<file path="src/rtl/fb_ctrl_pkg.sv">
// Shared types and helpers for the frame-buffer swap controller.
package fb_ctrl_pkg;

   typedef logic [1:0] buf_idx_t;

   localparam int MAX_BUF = 3;

   // Third buffer index, given two distinct indices from {0,1,2}.
   // The three indices sum to 3, so the missing one is 3 - a - b (mod 4).
   function automatic buf_idx_t other_idx(input buf_idx_t a, input buf_idx_t b);
      return buf_idx_t'(2'd3 - a - b);
   endfunction

endpackage

</file>
<file path="src/rtl/vs_edge_sync.sv">
// Brings the VGA vsync into the fabric clock domain and flags the start of
// vertical blank as a one-cycle pulse on the synchronized falling edge.
module vs_edge_sync (
   input  logic clk,
   input  logic reset,
   input  logic vs_in,
   output logic vblank_start
);

   // [0],[1] are the two synchronizer stages, [2] holds the previous
   // synchronized value for edge detection. Reset to 1 (vsync idle) so
   // reset release cannot fake an edge.
   logic [2:0] sync_q, sync_d;

   // Next value of the synchronizer shift chain.
   always_comb begin
      sync_d = {sync_q[1:0], vs_in};
   end

   // Synchronizer and edge register.
   always_ff @(posedge clk or posedge reset) begin
      if (reset) sync_q <= 3'b111;
      else       sync_q <= sync_d;
   end

   assign vblank_start = sync_q[2] & ~sync_q[1];

endmodule

</file>
<file path="src/rtl/fb_swap_ctrl.sv">
// Frame-buffer swap controller: hands a back buffer to the renderer and
// retargets scan-out only at vertical-blank start (double or triple buffer).
module fb_swap_ctrl
   import fb_ctrl_pkg::*;
#(
   parameter int                ADDR_W    = 32,
   parameter logic [ADDR_W-1:0] FB0_BASE  = 32'h0000_0000,
   parameter logic [ADDR_W-1:0] FB_STRIDE = 32'h0004_B000,
   parameter int                NUM_BUF   = 2
) (
   input  logic              clk,
   input  logic              reset,
   input  logic              vga_vs,
   input  logic              swap_en,
   input  logic              draw_done,
   output logic [ADDR_W-1:0] frame_buffer_ptr,
   output logic [ADDR_W-1:0] draw_ptr,
   output logic              draw_valid,
   output logic              swap_pulse,
   output logic [15:0]       frame_count,
   output logic [15:0]       drop_count
);

   localparam bit TRIPLE = (NUM_BUF == MAX_BUF);

   // Precomputed buffer base addresses; wraps modulo 2^ADDR_W.
   localparam logic [ADDR_W-1:0] ADDR_0 = FB0_BASE;
   localparam logic [ADDR_W-1:0] ADDR_1 = FB0_BASE + FB_STRIDE;
   localparam logic [ADDR_W-1:0] ADDR_2 = FB0_BASE + FB_STRIDE + FB_STRIDE;

   function automatic logic [ADDR_W-1:0] addr_of(input buf_idx_t idx);
      case (idx)
         2'd1:    return ADDR_1;
         2'd2:    return ADDR_2;
         default: return ADDR_0;
      endcase
   endfunction

   logic vblank_start;

   vs_edge_sync u_vs_sync (
      .clk          (clk),
      .reset        (reset),
      .vs_in        (vga_vs),
      .vblank_start (vblank_start)
   );

   buf_idx_t          disp_idx_q, disp_idx_d;
   buf_idx_t          draw_idx_q, draw_idx_d;
   buf_idx_t          pend_idx_q, pend_idx_d;
   logic              pend_vld_q, pend_vld_d;
   logic              draw_valid_q, draw_valid_d;
   logic              swap_pulse_q, swap_pulse_d;
   logic [ADDR_W-1:0] fb_ptr_q, fb_ptr_d;
   logic [ADDR_W-1:0] draw_ptr_q, draw_ptr_d;
   logic [15:0]       frame_count_q, frame_count_d;
   logic [15:0]       drop_count_q, drop_count_d;

   logic done_acc;
   logic do_swap;

   // Buffer ownership: accept finished frames, swap at vblank, pick new back buffer.
   always_comb begin
      disp_idx_d    = disp_idx_q;
      draw_idx_d    = draw_idx_q;
      pend_idx_d    = pend_idx_q;
      pend_vld_d    = pend_vld_q;
      draw_valid_d  = draw_valid_q;
      swap_pulse_d  = 1'b0;
      frame_count_d = frame_count_q;
      drop_count_d  = drop_count_q;

      done_acc = draw_done & draw_valid_q;
      do_swap  = vblank_start & swap_en & pend_vld_q;

      if (do_swap) begin
         disp_idx_d    = pend_idx_q;
         pend_vld_d    = 1'b0;
         swap_pulse_d  = 1'b1;
         frame_count_d = frame_count_q + 16'd1;
      end

      if (!TRIPLE) begin
         // Renderer can only finish while nothing is pending, so a swap
         // and an accepted done never coincide here.
         if (do_swap) begin
            draw_idx_d = disp_idx_q;
         end else if (done_acc) begin
            pend_idx_d = draw_idx_q;
            pend_vld_d = 1'b1;
         end
         draw_valid_d = ~pend_vld_d;
      end else begin
         if (done_acc) begin
            pend_idx_d = draw_idx_q;
            pend_vld_d = 1'b1;
            if (pend_vld_q && !do_swap) begin
               // Unshown pending frame is discarded and recycled for drawing.
               draw_idx_d   = pend_idx_q;
               drop_count_d = drop_count_q + 16'd1;
            end else begin
               // Old pending (if any) just went to display; take the free one.
               draw_idx_d = other_idx(disp_idx_d, draw_idx_q);
            end
         end
         draw_valid_d = ~done_acc;
      end

      fb_ptr_d   = addr_of(disp_idx_d);
      draw_ptr_d = addr_of(draw_idx_d);
   end

   // Controller state and registered outputs.
   always_ff @(posedge clk or posedge reset) begin
      if (reset) begin
         disp_idx_q    <= 2'd0;
         draw_idx_q    <= 2'd1;
         pend_idx_q    <= 2'd0;
         pend_vld_q    <= 1'b0;
         draw_valid_q  <= 1'b0;
         swap_pulse_q  <= 1'b0;
         fb_ptr_q      <= ADDR_0;
         draw_ptr_q    <= ADDR_1;
         frame_count_q <= 16'd0;
         drop_count_q  <= 16'd0;
      end else begin
         disp_idx_q    <= disp_idx_d;
         draw_idx_q    <= draw_idx_d;
         pend_idx_q    <= pend_idx_d;
         pend_vld_q    <= pend_vld_d;
         draw_valid_q  <= draw_valid_d;
         swap_pulse_q  <= swap_pulse_d;
         fb_ptr_q      <= fb_ptr_d;
         draw_ptr_q    <= draw_ptr_d;
         frame_count_q <= frame_count_d;
         drop_count_q  <= drop_count_d;
      end
   end

   assign frame_buffer_ptr = fb_ptr_q;
   assign draw_ptr         = draw_ptr_q;
   assign draw_valid       = draw_valid_q;
   assign swap_pulse       = swap_pulse_q;
   assign frame_count      = frame_count_q;
   assign drop_count       = drop_count_q;

endmodule

</file>
<file path="config.mk">
export PLATFORM = sky130hd
export DESIGN_NAME = fb_swap_ctrl
export DESIGN_NICKNAME = d
export VERILOG_FILES = /design/src/rtl/fb_ctrl_pkg.sv /design/src/rtl/vs_edge_sync.sv /design/src/rtl/fb_swap_ctrl.sv
export SDC_FILE = /design/constraint.sdc
export NUM_CORES = 1
export LEC_CHECK = 0
export CAP_MARGIN = 20
export CORE_ASPECT_RATIO = 1.1
export CORE_MARGIN = 2
export CORE_UTILIZATION = 37
export CTS_BUF_LIST = sky130_fd_sc_hd__clkbuf_8
export CTS_CLUSTER_DIAMETER = 200
export DETAILED_ROUTE_END_ITERATION = 7
export PLACE_DENSITY = 0.87
export SYNTH_ARGS = -nofsm -noshare
export SYNTH_HDL_FRONTEND = slang
export SYNTH_SLANG_ARGS = --single-unit
</file>
<file path="constraint.sdc">
create_clock -name clk -period 1.5 [get_ports clk]
set_clock_uncertainty 0.15 [all_clocks]
set_input_delay 0.15 -clock clk [delete_from_list [all_inputs] [get_ports clk]]
set_output_delay 0.15 -clock clk [all_outputs]
set_load 0.02 [all_outputs]
</file>
==> metrics list, run 1 <==
* Count of buffers from port buffering: 36
- Placed insts: 293
- Across every metal layer, demand over resource in global routing totals 0.116.
* CP required: 1.56 ns
* Cell taking the most area after synthesis: sky130_fd_sc_hd__dfrtp_1
* Number of hold-slack violations in the final timing report: 0
- 0 antenna diodes ended up in the layout.
* Cell types occupying the most area after synthesis: sky130_fd_sc_hd__dfrtp_1 36%, sky130_fd_sc_hd__buf_4 29%, sky130_fd_sc_hd__dfstp_2 8.2%
- Number of routed nets with antenna violations: 0
* Clock insertion delay at the later pin of the skew report: 0.29 ns
- Relative contribution of the clock network to total power: 0.305
* Power consumption: 2.54 mW
- For this block, the via count after detailed routing is around 1.2k.
* Count of flip-flops with a built-in enable after synthesis: 0
- Entering global routing, the biggest net connects 35 pins.
* Detailed-routing iteration count for the pre-antenna-repair pass: 4
* Max Slew Vio Count: 0
* Setup repair after global routing missed its margin: true
* Die extent in y: 79.7 um
- The mapped netlist covers 1930 sq um.
* Crit path max fanout: 4
* Setup WS pre-CTS: -0.351 ns
* Peak supply drop: 782 uV
* Vias per Instance: 4.02
* Top-Level Pins: 103
* Std-Cell Rows: 27
- Initial Utilization: 0.386
- Yosys Warn Count: 0
* Final critical-path required period: approximately 1.7 ns
- Mean instance size in the synthesized netlist: 9.94 sq um
* Setup violations, final: 14
- Power dissipated by switching net loads: 0.814 mW
- CTS Root Buffer Type: sky130_fd_sc_hd__clkbuf_8
- Outcome: finished, violations left
- Detail-routed net length per standard cell: 11.1 um
* Number of levels in the clock H-tree: 2
- STA classifies the critical path endpoint as a register.
* TritonCTS clock tree: built
- FF-to-FF Start: u_vs_sync.sync_q[2]
- Setup crit start: u_vs_sync.sync_q[2]
* Post-synthesis cell count: 194
* DIE WIDTH: between 70 and 80 um
- For this run, the slowest stage of the critical path takes 0.54 ns.
* Number of different library cells in the post-synthesis netlist: 27
- Counting flops and latches in the post-synthesis netlist gives 34.
* Clock transition at the registers of the reported paths: 0.06 ns
* Final cell count without fillers: approximately 300
- Commonest cells in the synthesized netlist: 74 x sky130_fd_sc_hd__buf_4, 28 x sky130_fd_sc_hd__dfrtp_1, 26 x sky130_fd_sc_hd__nand2_1, 9 x sky130_fd_sc_hd__xor2_1
- Leading register cell type out of synthesis: sky130_fd_sc_hd__dfrtp_1
- Cell-by-cell trace of the critical path: nand4b_4 > buf_4 > or3_4 > nor3_4 > xor2_1
- The initial antenna violation count came to 0.
- The final reports fail on negative setup slack.
- After floorplanning, the core was sized to cover 5000 sq um.
* Max-cap violations: 0
- CP max-delay cell: sky130_fd_sc_hd__dfstp_2
- Pwr dens: 1050 nW/um^2
- Based on the critical path, the design can be clocked at up to 582 MHz.
- The HPWL after detailed placement is about 2500 um.
* Bufs on Longest Clock Path: 2
- Top-count cell post-synth: sky130_fd_sc_hd__buf_4
- Of the total power, the share spent switching nets is 0.320.
- For this run, the register share of the synthesized area comes to 0.445.
- In this run, the number of DRC markers left after iteration 0 of detailed routing was 33.
- Internal power consumption: 1.73 mW
* Routed wire length: 3400 um
* Die Outline Area: ~5800 sq um
- Placer's final routability congestion estimate: 0.750
- Combinational share of power: 0.269
- Leakage power: around 1.4 nW
* Tcrit/Tclk final: 1.15
* Worst setup slack after layout: -0.218 ns
* Fraction of layout instances using a drive strength above 1: 0.242
* Overflow left after global routing: 0
* Share of async-settable or async-resettable flops after synthesis: 1.00
* Layout overhead on the synthesized area: 25.0%
* CTS Buf Count: 5
* Num Clock Sinks: 34
- Sequential share of power: 0.426
- Crit Path Category: register to register
* First-pass GRT wire length: 5060 um
* Number of nets in the layout: 255
* Hold Path Class: input pin to async pin
- At the worst endpoint, the arrival time is 1.78 ns.
- The via count of the first global-routing pass came to 1128.
* Critical Path Start Type: register
- After detailed routing, the number of remaining DRC violations is 0.
* Yosys top cell area share: 0.363
==> through the flow <==
step                      hold slack [ns]   util  setup TNS [ns]  cell area, sq um
final                              0.0600  0.482           -2.27              2410
after floorplan                   0.00448      -          -0.706              2190
after global placement              0.197  0.437           -3.67              2190
after global routing               0.0886  0.482           -3.32              2410
after detailed placement            0.204  0.437           -3.88              2190
after CTS                          0.0690  0.463           -1.81              2310
==> cells by family (layout without fill, tap and decap cells) <==
family | Yosys count | in the layout | share of synthesized area
mux | 2 | 2 | 0.0117
simple gates | 53 | 53 | 0.139
fa+ha+maj | 3 | 3 | 0.0195
other cells | 1 | 66 | 0.00194
flops | 34 | 34 | 0.445
buf+inv | 83 | 72 | 0.306
compound gates | 3 | 3 | 0.00909
xor+xnor | 15 | 15 | 0.0681
==> worst max-delay path, delay by kind of cell, from the launching register on <==
| kind | cells | cell delay [ns] |
|---|---|---|
| flops | 1 | 0.54 |
| xor+xnor | 1 | 0.16 |
| buf+inv | 1 | 0.16 |
| simple gates | 3 | 0.64 |
==> flip-flops by register name, indices dropped and copies added (netlist names) <==
signal and count:
disp_idx_q 2, u_vs_sync.sync_q 3, pend_idx_q 2, frame_buffer_ptr 3
draw_idx_q 2, draw_valid 1, pend_vld_q 1, frame_count 16
swap_pulse 1, draw_ptr 3
==> path summary, 6_finish.rpt <==
| check | to | slack (ns) | cells past startpoint |
|---|---|---|---|
| max reg2reg | frame_count[12] | -0.22 | 5 |
| min in group clk | u_vs_sync.sync_q[0] | 0.12 | 1 |
| min reg2reg | u_vs_sync.sync_q[1] | 0.21 | 0 |
| max in group asynchronous | u_vs_sync.sync_q[0] | 0.90 | 3 |
| min | frame_count[8] | 0.06 | 3 |
| max | frame_count[12] | -0.22 | 5 |
==> repair_timing <==
item,in CTS,in global routing
hold buffers,0,0
gates resized for setup,41,23
pin swaps,4,10
setup endpoints to repair,48,27
buffers inserted,4,1
==> metal layers <==
layer,GRT usage,wire (um)
met5,0,0
met4,0.0611,56
met3,0.0505,284
met2,0.189,1760
met1,0.127,1300
==> final cells by class <==
| cell class | instances | area, sq um |
|---|---|---|
| Sequential cell | 34 | 861 |
| Timing Repair Buffer | 56 | 493 |
| Fill cell | 455 | 2590 |
| Tap cell | 58 | 72.6 |
| Clock buffer | 8 | 110 |
| Multi-Input combinational cell | 142 | 838 |
| Inverter | 8 | 35.0 |
==> power by group through the flow <==
stage / clock [mW] / combinational [mW] / sequential (mW)
global route: 0.850 / 0.745 / 1.09
detailed placement: 0 / 0.662 / 1.10
floorplan: 0 / 0.417 / 1.19
CTS: 0.798 / 0.645 / 1.08
finish: 0.776 / 0.685 / 1.08
global placement: 0 / 0.652 / 1.09
==> cells in the final DEF (no fill, tap or decap), drive strengths merged, types with 2 or more instances in the layout <==
cell type,instances
conb,66
dfrtp,28
dlygate4sd2,27
nand2,26
buf,20
xor2,9
clkbuf,8
inv,7
nor2,7
dfstp,6
xnor2,6
clkdlybuf4s15,5
clkdlybuf4s50,4
and3,3
nand3,3
ha,3
and2,3
nand4,2
mux2,2
nand3b,2
o21ai,2
nor3,2
Note: power is estimated with default switching activity, not from simulation.
==> run 2: changes to the inputs <==
--- a/config.mk
+++ b/config.mk
@@ -13,6 +13,7 @@
 export CTS_CLUSTER_DIAMETER = 200
 export DETAILED_ROUTE_END_ITERATION = 7
 export PLACE_DENSITY = 0.87
+export SLEW_MARGIN = 10
 export SYNTH_ARGS = -nofsm -noshare
 export SYNTH_HDL_FRONTEND = slang
 export SYNTH_SLANG_ARGS = --single-unit
==> results of run 2 <==
No change in the layout: final DEF, timing and power equal those of run 1.
